--- src/rtl/adc_pkg.sv ---
// adc_pkg: shared FSM state type and default parameters for the SAR ADC sequencer
package adc_pkg;
   localparam int DEF_SIZE = 8;
   localparam int DEF_NCH = 4;
   localparam int DEF_SAMPLE_CYC = 4;
   typedef enum logic [1:0] {IDLE, SAMPLE, CONV, DONE} state_t;
endpackage

--- src/rtl/adc_rr_pick.sv ---
// adc_rr_pick: first enabled channel after last_ch, wrapping NCH-1 -> 0
module adc_rr_pick
   import adc_pkg::*;
#(
   parameter int NCH = DEF_NCH,
   localparam int CW = $clog2(NCH)
) (
   input  logic [NCH-1:0] mask,
   input  logic [CW-1:0]  last_ch,
   output logic [CW-1:0]  next_ch,
   output logic           valid
);
   logic [CW-1:0] idx;
   always_comb begin
      next_ch = '0;
      valid = 1'b0;
      idx = '0;
      for (int k = NCH; k >= 1; k--) begin
         idx = CW'((int'(last_ch) + k) % NCH);
         if (mask[idx]) begin
            next_ch = idx;
            valid = 1'b1;
         end
      end
   end
endmodule

--- src/rtl/adc_seq_ctrl.sv ---
// adc_seq_ctrl: round-robin multi-channel SAR ADC sequencer with per-channel result bank
module adc_seq_ctrl
   import adc_pkg::*;
#(
   parameter int SIZE = DEF_SIZE,
   parameter int NCH = DEF_NCH,
   parameter int SAMPLE_CYC = DEF_SAMPLE_CYC,
   localparam int CW = $clog2(NCH)
) (
   input  logic            clk,
   input  logic            rst,
   input  logic            start,
   input  logic            en,
   input  logic [NCH-1:0]  ch_mask,
   input  logic            cmp,
   output logic [SIZE-1:0] dac_code,
   output logic [CW-1:0]   ch_sel,
   output logic            sample,
   output logic            busy,
   output logic            done,
   output logic [SIZE-1:0] data,
   output logic [CW-1:0]   data_ch,
   input  logic [CW-1:0]   rd_sel,
   output logic [SIZE-1:0] rd_data
);
   localparam int CNTW = $clog2(SAMPLE_CYC + 1);
   localparam int BW = $clog2(SIZE);
   state_t state, state_nxt;
   logic [CNTW-1:0] cnt;
   logic [BW-1:0] bit_idx;
   logic [CW-1:0] last_ch, pick;
   logic pick_valid;
   logic [SIZE-1:0] trial;
   logic [SIZE-1:0] bank [NCH];

   adc_rr_pick #(.NCH(NCH)) u_pick (
      .mask(ch_mask),
      .last_ch(last_ch),
      .next_ch(pick),
      .valid(pick_valid)
   );

   assign sample = state == SAMPLE;
   assign busy = state != IDLE;
   assign done = state == DONE;
   assign rd_data = bank[rd_sel];
   assign trial = cmp ? dac_code : dac_code & ~(SIZE'(1) << bit_idx);

   always_comb begin
      state_nxt = state;
      case (state)
         IDLE:   state_nxt = ((start | en) && pick_valid) ? SAMPLE : IDLE;
         SAMPLE: state_nxt = (cnt == CNTW'(SAMPLE_CYC - 1)) ? CONV : SAMPLE;
         CONV:   state_nxt = (bit_idx == '0) ? DONE : CONV;
         DONE:   state_nxt = (en && pick_valid) ? SAMPLE : IDLE;
         default: state_nxt = IDLE;
      endcase
   end

   // last_ch resets to NCH-1 so the first search begins at channel 0
   always_ff @(posedge clk) begin
      if (rst) begin
         state <= IDLE;
         cnt <= '0;
         bit_idx <= '0;
         dac_code <= '0;
         ch_sel <= '0;
         last_ch <= CW'(NCH - 1);
         data <= '0;
         data_ch <= '0;
         for (int i = 0; i < NCH; i++) bank[i] <= '0;
      end else begin
         state <= state_nxt;
         case (state)
            IDLE, DONE: if (state_nxt == SAMPLE) begin
               ch_sel <= pick;
               last_ch <= pick;
               cnt <= '0;
            end
            SAMPLE: begin
               cnt <= cnt + 1'b1;
               if (state_nxt == CONV) begin
                  dac_code <= SIZE'(1) << (SIZE - 1);
                  bit_idx <= BW'(SIZE - 1);
               end
            end
            CONV: if (bit_idx == '0) begin
               data <= trial;
               data_ch <= ch_sel;
               bank[ch_sel] <= trial;
               dac_code <= '0;
            end else begin
               dac_code <= trial | (SIZE'(1) << (bit_idx - 1'b1));
               bit_idx <= bit_idx - 1'b1;
            end
            default: ;
         endcase
      end
   end
endmodule

--- config.mk ---
export PLATFORM = sky130hd
export DESIGN_NAME = adc_seq_ctrl
export DESIGN_NICKNAME = d
export VERILOG_FILES = /design/src/rtl/adc_pkg.sv /design/src/rtl/adc_rr_pick.sv /design/src/rtl/adc_seq_ctrl.sv
export SDC_FILE = /design/constraint.sdc
export NUM_CORES = 1
export LEC_CHECK = 0
export BUFFER_PORTS_ARGS = -buffer_cell sky130_fd_sc_hd__buf_2
export CAP_MARGIN = 20
export CORE_MARGIN = 2
export CORE_UTILIZATION = 50
export CTS_BUF_LIST = sky130_fd_sc_hd__clkbuf_2 sky130_fd_sc_hd__clkbuf_4 sky130_fd_sc_hd__clkbuf_8
export CTS_CLUSTER_SIZE = 25
export DETAILED_ROUTE_END_ITERATION = 6
export GPL_TIMING_DRIVEN = 1
export PLACE_DENSITY = 0.71
export SLEW_MARGIN = 10
export SYNTH_ARGS = -nofsm -noshare
export SYNTH_HDL_FRONTEND = slang
export SYNTH_SLANG_ARGS = --single-unit
--- constraint.sdc ---
create_clock -name clk -period 5.3 [get_ports clk]
set_clock_uncertainty 0.1 [all_clocks]
set_input_delay 0.53 -clock clk [delete_from_list [all_inputs] [get_ports clk]]
set_output_delay 0.53 -clock clk [all_outputs]
set_load 0.02 [all_outputs]
==> impl_metrics.toml <==
[setup_path]
crit_slowest_cell = "nand3b_1"
r2r_start = "bit_idx[0]$_SDFFE_PP0P_"
crit_type = "register to register"
critPathArrivalTime_ns = 2.44
end_kind = "register"
crit_fanout = 13
cp-endpoint = "bank[3][6]$_DFFE_PP_"
timing.rr.end = "bank[3][6]$_DFFE_PP_"
worst-path-stages = 5
r2r_slack_ns = 2.80
startpoint = "bit_idx[0]$_SDFFE_PP0P_"
path_delay_family = "simple AND/OR/NAND/NOR gates"
crit_required_ns = 5.24
reg2regPathDepth = 5
max_stage_delay_ns = 0.49
worstPathCellList = "inv_1 > ha_1 > nand3b_1 > o21ai_0 > buf_2"
critPathLaunchType = "register"
crit_buf_inv = 2

[cts]
postCtsHoldBufs = 0
clk_pin_slew_ns = 0.06
cts-resized-gates = 0
htreeDepth = 3
cts_tree = "yes"
clock_sinks = 62
clock_latency_ns = 0.34
post_cts_buffers = 0
clk_path_buf_depth = 2
numCtsBuffers = 9
clock-root-buffer = "clkbuf_8"

[power]
p_sw_w = 0.0002672
power.internal_w = 0.0008479
cellPowerDensity_nw_per_um2 = 322.9
cellLeakagePower_nw = 1.314
peakVddDrop_v = 0.0001830
p_comb_frac = 0.105
p_seq_frac = 0.479
power.share.clock = 0.417
p_sw_frac = 0.2396

[detailed_routing]
routedWlPerCell_um = 15.38
ant_nets = 0
first_pass_iters = 4
drcViolationCount = 0
drt-total-wl_mm = 6.200
drt-vias-per-instance = 5.454
first_iter_violations = 131
detailroute.via_count = 2198

[synthesis]
synth.distinct_cells = 48
syn_area_per_cell_um2 = 10.59
synth_cells = 284
ys_seq_elements = 62
syn_area_um2 = 3007
synth_fp_nets = 307
yosysTopAreaCellShare = 0.3196
yosysSeqAreaShare = 0.5194
yosysTopAreaCell = "edfxtp_1"
ys_warn_count = 0
synth_area_leaders = "edfxtp_1 32%, dfxtp_1 20%, mux4_2 6.0%"

[die]
initial_core_util = 0.5139
rows = 28
pin_count = 42
core_um2 = 5851
die_y_um = 81.55
fp.dieW_um = 81.55
dieArea_um2 = 6650

[grt]
grt_pass1_wl_mm = 10.50
grt_pass1_vias = 2102
antenna_found_initial = 0
grt_usage = 0.2102
grt_max_degree = 26
grt_overflow_total = 0

[place]
gp_congestion = 0.8265
dp_cells = 386
hpwlAfterDp_mm = 4.468
port_buffers = 41

[min_path]
hp-class = "register to register"

[flow_run]
cap_violations = 0

[timing]
max_freq_mhz = 400.5
worst_slew_pin_slew_ns = 0.5426
worst_slew_margin_rel = 0.6363
rsz0062_at_grt = "false"
drv_slew = 0
finalSetupTns_ns = 0
min_period_ns = 2.497
final_hold_viol_count = 0
setup_violations = 0
period_share = 0.4712

[status]
outcome = "finished, final reports clean"

[finish]
diodes = 0
syn_to_final_growth_pct = 14.86
finalNonFillerCells = 403
fin_nets = 346
drive_gt1_frac = 0.2256
synth_stat cells, drive strengths merged:
cell,number
nand2,43
nor2,42
edfxtp,32
dfxtp,30
a21oi,23
inv,13
ha,12
a21boi,9
mux4,8
buf,7
clkbuf,7
o2bb2ai,7
nand2b,6
o21ai,5
nor3,4
a211oi,3
o32ai,3
a31oi,2
nand3,2
nor2b,2
o211ai,2
or3,2
or3b,2
a211o,1
a21bo,1
a21o,1
a221o,1
a2bb2oi,1
a311o,1
and2,1
and3b,1
nand3b,1
nand4bb,1
nor3b,1
nor4,1
o211a,1
o221a,1
o221ai,1
or2b,1
xnor2,1
xor2,1
flip-flops by register name, summed over array words and instances (netlist names):
signal / count
cnt: 3
bit_idx: 3
dac_code: 8
last_ch: 2
state: 2
ch_sel: 2
bank: 32
data: 8
data_ch: 2
layer usage:
layer  vias to the layer above  global-route usage  part of all wire  wire length (um)
li1                       1088                   -                 -                 -
met1                      1043              0.2752              0.44              2753
met2                        61              0.3385              0.50              3072
met3                         6             0.06374             0.053               329
met4                         0             0.05932            0.0071                44
met5                         -                   0                 0                 0
placed cells by master (no fill, tap or decap), drive strengths merged, types with 2 or more instances in the layout:
cell type,instances
nor2,42
or3,2
a21oi,23
dfxtp,30
o2bb2ai,7
a31oi,2
ha,12
o32ai,3
nor2b,2
o21ai,5
nand2b,6
mux4,8
nand2,43
nand3,2
a211oi,3
a21boi,9
bufinv,2
o211ai,2
or3b,2
buf,42
edfxtp,32
clkbuf,11
inv,14
nor3,4
metrics by stage:
| stage | instance area [um^2] | setup WS [ns] | hold slack (ns) | total power, W | util |
|---|---|---|---|---|---|
| final | 3453 | 2.803 | 0.3550 | 0.001115 | 0.5902 |
| after global routing | 3453 | 2.530 | 0.3846 | 0.001159 | 0.5902 |
| after CTS | 3448 | 2.421 | 0.3584 | 0.001125 | 0.5894 |
| after detailed placement | 3222 | 2.441 | 0.3480 | 0.0006601 | 0.5507 |
| after global placement | 3222 | 2.615 | 0.3549 | 0.0006570 | 0.5507 |
| after floorplan | 3007 | 3.010 | 0.3520 | 0.0006294 | - |
kinds of logic (layout without fill, tap and decap cells):
logic type / Yosys count / count (layout) / share of synthesized area
compound gates: 63 / 63 / 0.1473
mux: 8 / 8 / 0.05992
simple gates: 110 / 110 / 0.1735
fa+ha+maj: 12 / 12 / 0.04994
flops: 62 / 62 / 0.5194
buf+inv: 27 / 71 / 0.04411
xor+xnor: 2 / 2 / 0.005827
worst min path at each step:
stage,startpoint,to,slack (ns),depth (start not counted)
2_1_floorplan,cnt[1]$_SDFFE_PP0P_,cnt[1]$_SDFFE_PP0P_,0.35,2
3_3_place_gp,data[2]$_SDFFE_PP0P_,data[2]$_SDFFE_PP0P_,0.35,2
3_5_place_dp,data[5]$_SDFFE_PP0P_,data[5]$_SDFFE_PP0P_,0.35,2
4_1_cts,data[5]$_SDFFE_PP0P_,data[5]$_SDFFE_PP0P_,0.36,2
5_1_grt,data[5]$_SDFFE_PP0P_,data[5]$_SDFFE_PP0P_,0.38,2
6_report,data[5]$_SDFFE_PP0P_,data[5]$_SDFFE_PP0P_,0.36,2
worst register-to-register path, delay by kind of cell, from the launching register on:
kind | cells | cell delay (ns)
AOI/OAI and AO/OA | 1 | 0.44
adders and majority gates | 1 | 0.43
buffers and inverters | 2 | 0.40
DFF | 1 | 0.35
and+or+nand+nor | 1 | 0.49
power by group through the flow:
stage / clock network, W / logic [W] / registers (W)
2_1_floorplan: 0 / 0.0000894 / 0.000540
3_3_place_gp: 0 / 0.000113 / 0.000544
3_5_place_dp: 0 / 0.000116 / 0.000544
4_1_cts: 0.000475 / 0.000116 / 0.000534
5_1_grt: 0.000493 / 0.000130 / 0.000536
6_report: 0.000465 / 0.000117 / 0.000534
layout make-up:
type | count | area (um^2)
fill | 501 | 2397
clock inverter | 5 | 81.33
sequential | 62 | 1562
tap | 75 | 93.84
multi-input combinational | 195 | 1313
timing repair buffer | 42 | 210.2
clock buffer | 11 | 145.1
inverter | 13 | 48.80
(Power assumes the default switching activity.)
